<file path="src/rtl/piece_phase_fsm_pkg.sv">
// Shared state encoding, default timing constants and width helper for the
// per-piece lifecycle sequencer.
package piece_phase_fsm_pkg;

  typedef enum logic [2:0] {
    PH_IDLE      = 3'd0,
    PH_SPAWN     = 3'd1,
    PH_FALLING   = 3'd2,
    PH_LOCK      = 3'd3,
    PH_CLEAR     = 3'd4,
    PH_ENTRY     = 3'd5,
    PH_GAME_OVER = 3'd6
  } phase_states_t;

  localparam int LOCK_DELAY_DFLT      = 15;
  localparam int CLEAR_DELAY_DFLT     = 20;
  localparam int ARE_DELAY_DFLT       = 10;
  localparam int MAX_LOCK_RESETS_DFLT = 15;

  // Bits needed to hold 0..max_val, never less than one.
  function automatic int cnt_w(input int max_val);
    if (max_val < 2) begin
      return 1;
    end else begin
      return $clog2(max_val + 1);
    end
  endfunction

endpackage

</file>
<file path="src/rtl/piece_phase_fsm_counter.sv">
// Generic loadable up/down counter; load has priority over count enable.
module piece_phase_fsm_counter #(
  parameter int unsigned W       = 4,
  parameter logic [W-1:0] RST_VAL = '0
) (
  input  logic         clk,
  input  logic         rst_l,
  input  logic         load,
  input  logic [W-1:0] load_val,
  input  logic         en,
  input  logic         up,
  output logic [W-1:0] count
);

  // Count register
  always_ff @(posedge clk or negedge rst_l) begin
    if (!rst_l) begin
      count <= RST_VAL;
    end else if (load) begin
      count <= load_val;
    end else if (en) begin
      count <= up ? (count + W'(1)) : (count - W'(1));
    end else begin
      count <= count;
    end
  end

endmodule

</file>
<file path="src/rtl/piece_phase_fsm_ground_detect.sv">
// Falling piece is grounded when every one of its cells coincides with a ghost
// cell; also reports the deepest (largest) row the falling piece occupies.
module piece_phase_fsm_ground_detect #(
  parameter int N_CELLS = 4,
  parameter int COORD_W = 5
) (
  input  logic [N_CELLS-1:0][COORD_W-1:0] ftr_rows,
  input  logic [N_CELLS-1:0][COORD_W-1:0] ftr_cols,
  input  logic [N_CELLS-1:0][COORD_W-1:0] ghost_rows,
  input  logic [N_CELLS-1:0][COORD_W-1:0] ghost_cols,
  output logic                            grounded,
  output logic [COORD_W-1:0]              max_row
);

  logic [N_CELLS-1:0] cell_hit_s;

  // All-pairs cell match and row maximum
  always_comb begin
    cell_hit_s = '0;
    max_row    = '0;
    for (int i = 0; i < N_CELLS; i++) begin
      for (int j = 0; j < N_CELLS; j++) begin
        if ((ftr_rows[i] == ghost_rows[j]) && (ftr_cols[i] == ghost_cols[j])) begin
          cell_hit_s[i] = 1'b1;
        end else begin
          cell_hit_s[i] = cell_hit_s[i];
        end
      end
      if (ftr_rows[i] > max_row) begin
        max_row = ftr_rows[i];
      end else begin
        max_row = max_row;
      end
    end
  end

  assign grounded = &cell_hit_s;

endmodule

</file>
<file path="src/rtl/piece_phase_fsm.sv">
// Per-piece lifecycle sequencer: spawn, fall with bounded move-reset lock
// delay, lock, line-clear delay, entry delay and top-out.
module piece_phase_fsm
  import piece_phase_fsm_pkg::*;
#(
  parameter int N_CELLS         = 4,
  parameter int COORD_W         = 5,
  parameter int LOCK_DELAY      = LOCK_DELAY_DFLT,
  parameter int MAX_LOCK_RESETS = MAX_LOCK_RESETS_DFLT,
  parameter int STEP_RESET      = 1,
  parameter int CLEAR_DELAY     = CLEAR_DELAY_DFLT,
  parameter int ARE_DELAY       = ARE_DELAY_DFLT
) (
  input  logic                                    clk,
  input  logic                                    rst_l,
  input  logic                                    game_start,
  input  logic                                    game_end,
  input  logic                                    user_input,
  input  logic                                    hard_drop,
  input  logic                                    spawn_blocked,
  input  logic [2:0]                              lines_cleared,
  input  logic [N_CELLS-1:0][COORD_W-1:0]         ftr_rows,
  input  logic [N_CELLS-1:0][COORD_W-1:0]         ftr_cols,
  input  logic [N_CELLS-1:0][COORD_W-1:0]         ghost_rows,
  input  logic [N_CELLS-1:0][COORD_W-1:0]         ghost_cols,
  output logic                                    new_tetromino,
  output logic                                    piece_active,
  output logic                                    piece_locked,
  output logic                                    clear_busy,
  output logic                                    game_over,
  output logic [$clog2(MAX_LOCK_RESETS+1)-1:0]    resets_left
);

  localparam int LT_W   = cnt_w(LOCK_DELAY);
  localparam int PT_MAX = (CLEAR_DELAY > ARE_DELAY) ? CLEAR_DELAY : ARE_DELAY;
  localparam int PT_W   = cnt_w(PT_MAX);
  localparam int RL_W   = $clog2(MAX_LOCK_RESETS + 1);

  localparam logic [LT_W-1:0] LT_FULL  = LT_W'(LOCK_DELAY);
  localparam logic [PT_W-1:0] PT_CLEAR = PT_W'(CLEAR_DELAY - 1);
  localparam logic [PT_W-1:0] PT_ARE   = PT_W'((ARE_DELAY > 0) ? (ARE_DELAY - 1) : 0);
  localparam logic [RL_W-1:0] RL_FULL  = RL_W'(MAX_LOCK_RESETS);
  localparam logic [RL_W-1:0] RL_AFTER = RL_W'((MAX_LOCK_RESETS > 0) ? (MAX_LOCK_RESETS - 1) : 0);

  phase_states_t       state_r, state_nxt_s;
  logic [COORD_W-1:0]  deepest_row_r, max_row_s;
  logic                grounded_s, step_s, reload_ok_s, lock_now_s, reload_s, deep_load_s;
  logic [LT_W-1:0]     lock_timer_s;
  logic                lt_load_s, lt_en_s;
  logic [PT_W-1:0]     phase_timer_s, pt_load_val_s;
  logic                pt_load_s, pt_en_s;
  logic [RL_W-1:0]     rl_load_val_s;
  logic                rl_load_s, rl_en_s;

  piece_phase_fsm_ground_detect #(.N_CELLS(N_CELLS), .COORD_W(COORD_W)) u_ground (
    .ftr_rows(ftr_rows), .ftr_cols(ftr_cols), .ghost_rows(ghost_rows), .ghost_cols(ghost_cols),
    .grounded(grounded_s), .max_row(max_row_s)
  );

  piece_phase_fsm_counter #(.W(LT_W), .RST_VAL(LT_FULL)) u_lock_timer (
    .clk(clk), .rst_l(rst_l), .load(lt_load_s), .load_val(LT_FULL),
    .en(lt_en_s), .up(1'b0), .count(lock_timer_s)
  );

  piece_phase_fsm_counter #(.W(PT_W), .RST_VAL('0)) u_phase_timer (
    .clk(clk), .rst_l(rst_l), .load(pt_load_s), .load_val(pt_load_val_s),
    .en(pt_en_s), .up(1'b0), .count(phase_timer_s)
  );

  // Remaining move-resets are tracked directly, counting down per reload.
  piece_phase_fsm_counter #(.W(RL_W), .RST_VAL(RL_FULL)) u_resets_left (
    .clk(clk), .rst_l(rst_l), .load(rl_load_s), .load_val(rl_load_val_s),
    .en(rl_en_s), .up(1'b0), .count(resets_left)
  );

  // Next-state and timer control
  always_comb begin
    state_nxt_s   = state_r;
    lt_load_s     = 1'b0;
    lt_en_s       = 1'b0;
    pt_load_s     = 1'b0;
    pt_load_val_s = '0;
    pt_en_s       = 1'b0;
    rl_load_s     = 1'b0;
    rl_load_val_s = RL_FULL;
    rl_en_s       = 1'b0;
    deep_load_s   = 1'b0;
    step_s        = (STEP_RESET != 0) && (max_row_s > deepest_row_r);
    reload_ok_s   = step_s ? (MAX_LOCK_RESETS > 0) : (resets_left != '0);
    lock_now_s    = hard_drop || (grounded_s && (lock_timer_s == '0));
    reload_s      = grounded_s && user_input && reload_ok_s && !lock_now_s;
    case (state_r)
      PH_IDLE, PH_GAME_OVER: begin
        if (game_start) state_nxt_s = PH_SPAWN;
        else            state_nxt_s = state_r;
      end
      PH_SPAWN: begin
        lt_load_s   = 1'b1;
        rl_load_s   = 1'b1;
        deep_load_s = 1'b1;
        if (spawn_blocked) state_nxt_s = PH_GAME_OVER;
        else               state_nxt_s = PH_FALLING;
      end
      PH_FALLING: begin
        // A new depth refills the budget; a same-cycle reload spends one of it.
        deep_load_s   = step_s;
        rl_load_s     = step_s;
        rl_load_val_s = reload_s ? RL_AFTER : RL_FULL;
        rl_en_s       = reload_s && !step_s;
        lt_load_s     = reload_s;
        lt_en_s       = grounded_s && !reload_s && !lock_now_s;
        if (lock_now_s) state_nxt_s = PH_LOCK;
        else            state_nxt_s = PH_FALLING;
      end
      PH_LOCK: begin
        if (lines_cleared != 3'd0) begin
          state_nxt_s   = PH_CLEAR;
          pt_load_s     = 1'b1;
          pt_load_val_s = PT_CLEAR;
        end else if (ARE_DELAY > 0) begin
          state_nxt_s   = PH_ENTRY;
          pt_load_s     = 1'b1;
          pt_load_val_s = PT_ARE;
        end else begin
          state_nxt_s   = PH_SPAWN;
        end
      end
      PH_CLEAR: begin
        if (phase_timer_s != '0) begin
          pt_en_s = 1'b1;
        end else if (ARE_DELAY > 0) begin
          state_nxt_s   = PH_ENTRY;
          pt_load_s     = 1'b1;
          pt_load_val_s = PT_ARE;
        end else begin
          state_nxt_s   = PH_SPAWN;
        end
      end
      PH_ENTRY: begin
        if (phase_timer_s != '0) pt_en_s = 1'b1;
        else                     state_nxt_s = PH_SPAWN;
      end
      default: state_nxt_s = PH_IDLE;
    endcase
    // game_end freezes every timer and wins over all other transitions.
    if (game_end) begin
      state_nxt_s = PH_IDLE;
      lt_load_s   = 1'b0;
      lt_en_s     = 1'b0;
      pt_load_s   = 1'b0;
      pt_en_s     = 1'b0;
      rl_load_s   = 1'b0;
      rl_en_s     = 1'b0;
      deep_load_s = 1'b0;
    end else begin
      state_nxt_s = state_nxt_s;
    end
  end

  // State, deepest row and Moore outputs registered from the next state
  always_ff @(posedge clk or negedge rst_l) begin
    if (!rst_l) begin
      state_r       <= PH_IDLE;
      deepest_row_r <= '0;
      new_tetromino <= 1'b0;
      piece_active  <= 1'b0;
      piece_locked  <= 1'b0;
      clear_busy    <= 1'b0;
      game_over     <= 1'b0;
    end else begin
      state_r       <= state_nxt_s;
      deepest_row_r <= deep_load_s ? max_row_s : deepest_row_r;
      new_tetromino <= (state_nxt_s == PH_SPAWN);
      piece_active  <= (state_nxt_s == PH_FALLING);
      piece_locked  <= (state_nxt_s == PH_LOCK);
      clear_busy    <= (state_nxt_s == PH_CLEAR);
      game_over     <= (state_nxt_s == PH_GAME_OVER);
    end
  end

endmodule

</file>
<file path="config.mk">
export PLATFORM = sky130hd
export DESIGN_NAME = piece_phase_fsm
export DESIGN_NICKNAME = d
export VERILOG_FILES = /design/src/rtl/piece_phase_fsm_pkg.sv /design/src/rtl/piece_phase_fsm_counter.sv /design/src/rtl/piece_phase_fsm_ground_detect.sv /design/src/rtl/piece_phase_fsm.sv
export SDC_FILE = /design/constraint.sdc
export NUM_CORES = 1
export LEC_CHECK = 0
export BUFFER_PORTS_ARGS = -buffer_cell sky130_fd_sc_hd__buf_2
export CAP_MARGIN = 20
export CORE_ASPECT_RATIO = 2
export CORE_MARGIN = 2
export CORE_UTILIZATION = 61
export CTS_CLUSTER_DIAMETER = 60
export DETAILED_ROUTE_END_ITERATION = 10
export PLACE_DENSITY = 0.84
export RECOVER_POWER = 100
export SLEW_MARGIN = 30
export SYNTH_ARGS = -nofsm -noshare
export SYNTH_HDL_FRONTEND = slang
export SYNTH_HIERARCHICAL = 1
export SYNTH_SLANG_ARGS = --single-unit
</file>
<file path="constraint.sdc">
create_clock -name clk -period 4.7 [get_ports clk]
set_input_delay 0.705 -clock clk [delete_from_list [all_inputs] [get_ports clk]]
set_output_delay 0.705 -clock clk [all_outputs]
set_load 0.005 [all_outputs]
</file>
==> results.cfg <==
[pwr]
switchingPower_mw = 1.00
p_int_mw = 1.19
power_density_nw_per_um2 = 350
switching_share = 0.457
combinationalPowerShare = 0.700
p_leak_nw = 2.49
power_mw = 2.20
clockPowerShare = 0.098
seqPwrFrac = 0.203
ir_drop_mv = 0.297

[drt]
drt_iter0_drc = 700
via_per_inst = 6.80
vias = 5343
drcViolationCount = 0
wire_per_inst_um = 23.8
ant_nets = 0
dr.pass1.iters = 6
routed_wl_mm = 18.7

[cts]
cts_made_buffers = 3
cts-hold-fix-buffers = 0
insertion_delay_ns = 0.27
cts_tree = yes
clock_path_buffers = 2
clk_pin_slew_worst_paths_ns = 0.07
cts_max_level = 1
clock-root-buffer = clkbuf_16
numClockSinks = 26

[timing]
tightestPinTransition_ns = 1.43
min_period_ns = 6.31
worst_slack_ns = -1.61
fin_crit_sh = 1.34
skew_ns = 0.00650
max_freq_mhz = 159
setup_viol = 13
hold_viol = 0
slew_headroom = 0.0490
rsz0062_at_grt = true
maxSlewViolCount = 0

[hold_path]
hp-class = reg2reg

[grt]
antenna_found_initial = 0
grt_pass1_vias = 4719
grt.total_usage = 0.349
grt_max_degree = 27
grt_pass1_wl_mm = 22.8
grt_overflow_total = 0

[floorplanning]
initial_core_util = 0.618
die-area_sq_um = 8340
design.core.area_sq_um = 7490
fp.dieW_um = 65.6
rows = 45
fp.dieH_um = 127
ioPinCount = 99

[logic_synthesis]
synth_top_cell_by_area = xnor2_1
synth.avg_cell_area_sq_um = 8.11
synth-edff-count = 0
async_reset_ff_frac = 1.00
seq_area_frac_synth = 0.143
syn_area_sq_um = 4620
synth_cell_types = 68
ys_ff_latch = 26
synth.top_cells.by_count = xnor2_1 (132), clkbuf_1 (44), xor2_1 (34)
synth_warnings = 6
synth_top_area_share = 0.250
synth_flop_cell = dfrtp_1
yosysMostFrequentCell = xnor2_1
synthCells = 570
synthTopCellsByArea = xnor2_1 (25%), dfrtp_1 (9.7%), ha_1 (7.3%)

[flow_run]
cap_viol_max_count = 0

[worst_setup_path]
max_stage_delay_ns = 0.50
arrival_ns = 6.52
required_ns = 4.91
crit_fanout = 5
cpMaxStageDelayCell = or4b_1
cpMostUsedCell = ha_4
cp_top_family = compound AO/OA/AOI/OAI gates
critPathCaptureType = flip-flop
setup.worst_path.class = in2reg
cp-start-kind = input port
critPathBufInv = 6

[placed_design]
globalplace.congestion = 1.08
place_ws_ns = -1.48
dpl.hpwl_mm = 10.7
port_buffers = 98

[final_layout]
fin_nets = 813
diodes = 0
syn2layout_area_growth_pct = 35.6
drive_gt1_frac = 0.382

[outcome]
outcome = complete, but fails checks
violations = negative setup slack
[sequential cells by signal, summed over array words and instances (netlist names)]
signal,count
deepest_row_r,5
u_phase_timer/count,5
u_lock_timer/count,4
u_resets_left/count,4
state_r,3
clear_busy,1
game_over,1
new_tetromino,1
piece_active,1
piece_locked,1
[final timing paths]
kind | startpoint | end | slack [ns] | cells past startpoint
min in group asynchronous | rst_l | deepest_row_r[1] | 0.76 | 1
min reg2reg | u_lock_timer/count[2] | u_lock_timer/count[2] | 0.58 | 2
max in group asynchronous | rst_l | state_r[2] | 3.11 | 1
max reg2reg | u_resets_left/count[0] | u_lock_timer/count[3] | 1.61 | 7
max | ftr_rows[2] | u_resets_left/count[3] | -1.61 | 30
min | u_lock_timer/count[2] | u_lock_timer/count[2] | 0.58 | 2
[power by group through the flow]
stage	logic, mW	registers [mW]	clock network (mW)
floorplan	0.783	0.407	0
global placement	1.04	0.432	0
detailed placement	1.09	0.439	0
CTS	1.21	0.435	0.208
global route	1.62	0.456	0.222
finish	1.54	0.445	0.214
[metal layers]
| layer | up-vias | track usage | share of wire |
|---|---|---|---|
| met4 | 0 | 0.179 | 0.11 |
| met5 | - | 0 | 0 |
| met1 | 2448 | 0.416 | 0.33 |
| met3 | 188 | 0.0519 | 0.097 |
| li1 | 2214 | - | - |
| met2 | 493 | 0.595 | 0.47 |
[final cells by class]
class / instances / area [sq um]
Multi-Input combinational cell: 468 / 4210
Fill cell: 374 / 1220
Timing Repair Buffer: 168 / 1090
Sequential cell: 26 / 661
Tap cell: 94 / 118
Inverter: 26 / 103
Clock buffer: 4 / 88.8
[stage by stage]
| stage | cells | setup TNS, ns | utilization | cell area (sq um) | hold slack, ns |
|---|---|---|---|---|---|
| CTS | 775 | -8.03 | 0.781 | 5850 | 0.458 |
| floorplan | 590 | -8.84 | - | 4910 | 0.409 |
| finish | 786 | -15.10 | 0.838 | 6270 | 0.582 |
| detailed placement | 762 | -13.15 | 0.732 | 5480 | 0.566 |
| global route | 786 | -16.46 | 0.838 | 6270 | 0.606 |
| global placement | 762 | -10.68 | 0.732 | 5480 | 0.557 |
[logic make-up (layout without fill, tap and decap cells)]
logic type | Yosys count | after routing | synth area share
compound gates | 84 | 84 | 0.134
simple gates | 153 | 153 | 0.198
other cells | 2 | 22 | 0.00162
fa+ha+maj | 30 | 30 | 0.0860
mux | 13 | 13 | 0.0295
flops | 26 | 26 | 0.143
xor+xnor | 166 | 166 | 0.314
buf+inv | 96 | 198 | 0.0936
[worst register-to-register path: stages, from the launching register on]
cell and delay, ns:
dfstp_2 0.41, nor4_1 0.91, inv_1 0.27, o311ai_4 0.40, nor2b_4 0.22, or4b_1 0.44, a221o_1 0.33, nand3_1 0.07
[cells in the final DEF, fill, tap and decap left out, types with 4 or more instances in the layout]
master,count
a21oi_1,5
ha_4,14
buf_4,65
dfstp_2,8
inv_2,5
nor4_1,22
xnor2_1,131
a22oi_1,4
nor3b_1,4
a31oi_4,4
mux2i_1,6
o2111ai_1,4
a21o_1,5
ha_1,12
a21oi_2,4
nand4_1,33
xor2_1,34
o21ai_1,9
nor2b_1,4
nand3_1,7
nor2_1,10
conb_1,22
nor3_1,4
buf_6,11
dfrtp_1,18
nand2_1,23
buf_2,87
inv_1,19
nor4b_1,4
[what timing repair did]
item	4_1_cts	5_1_grt
resized for setup	36	59
setup endpoints to repair	13	13
pin swaps	15	37
setup buffers	12	16
Power figures use the tool's default switching activity.
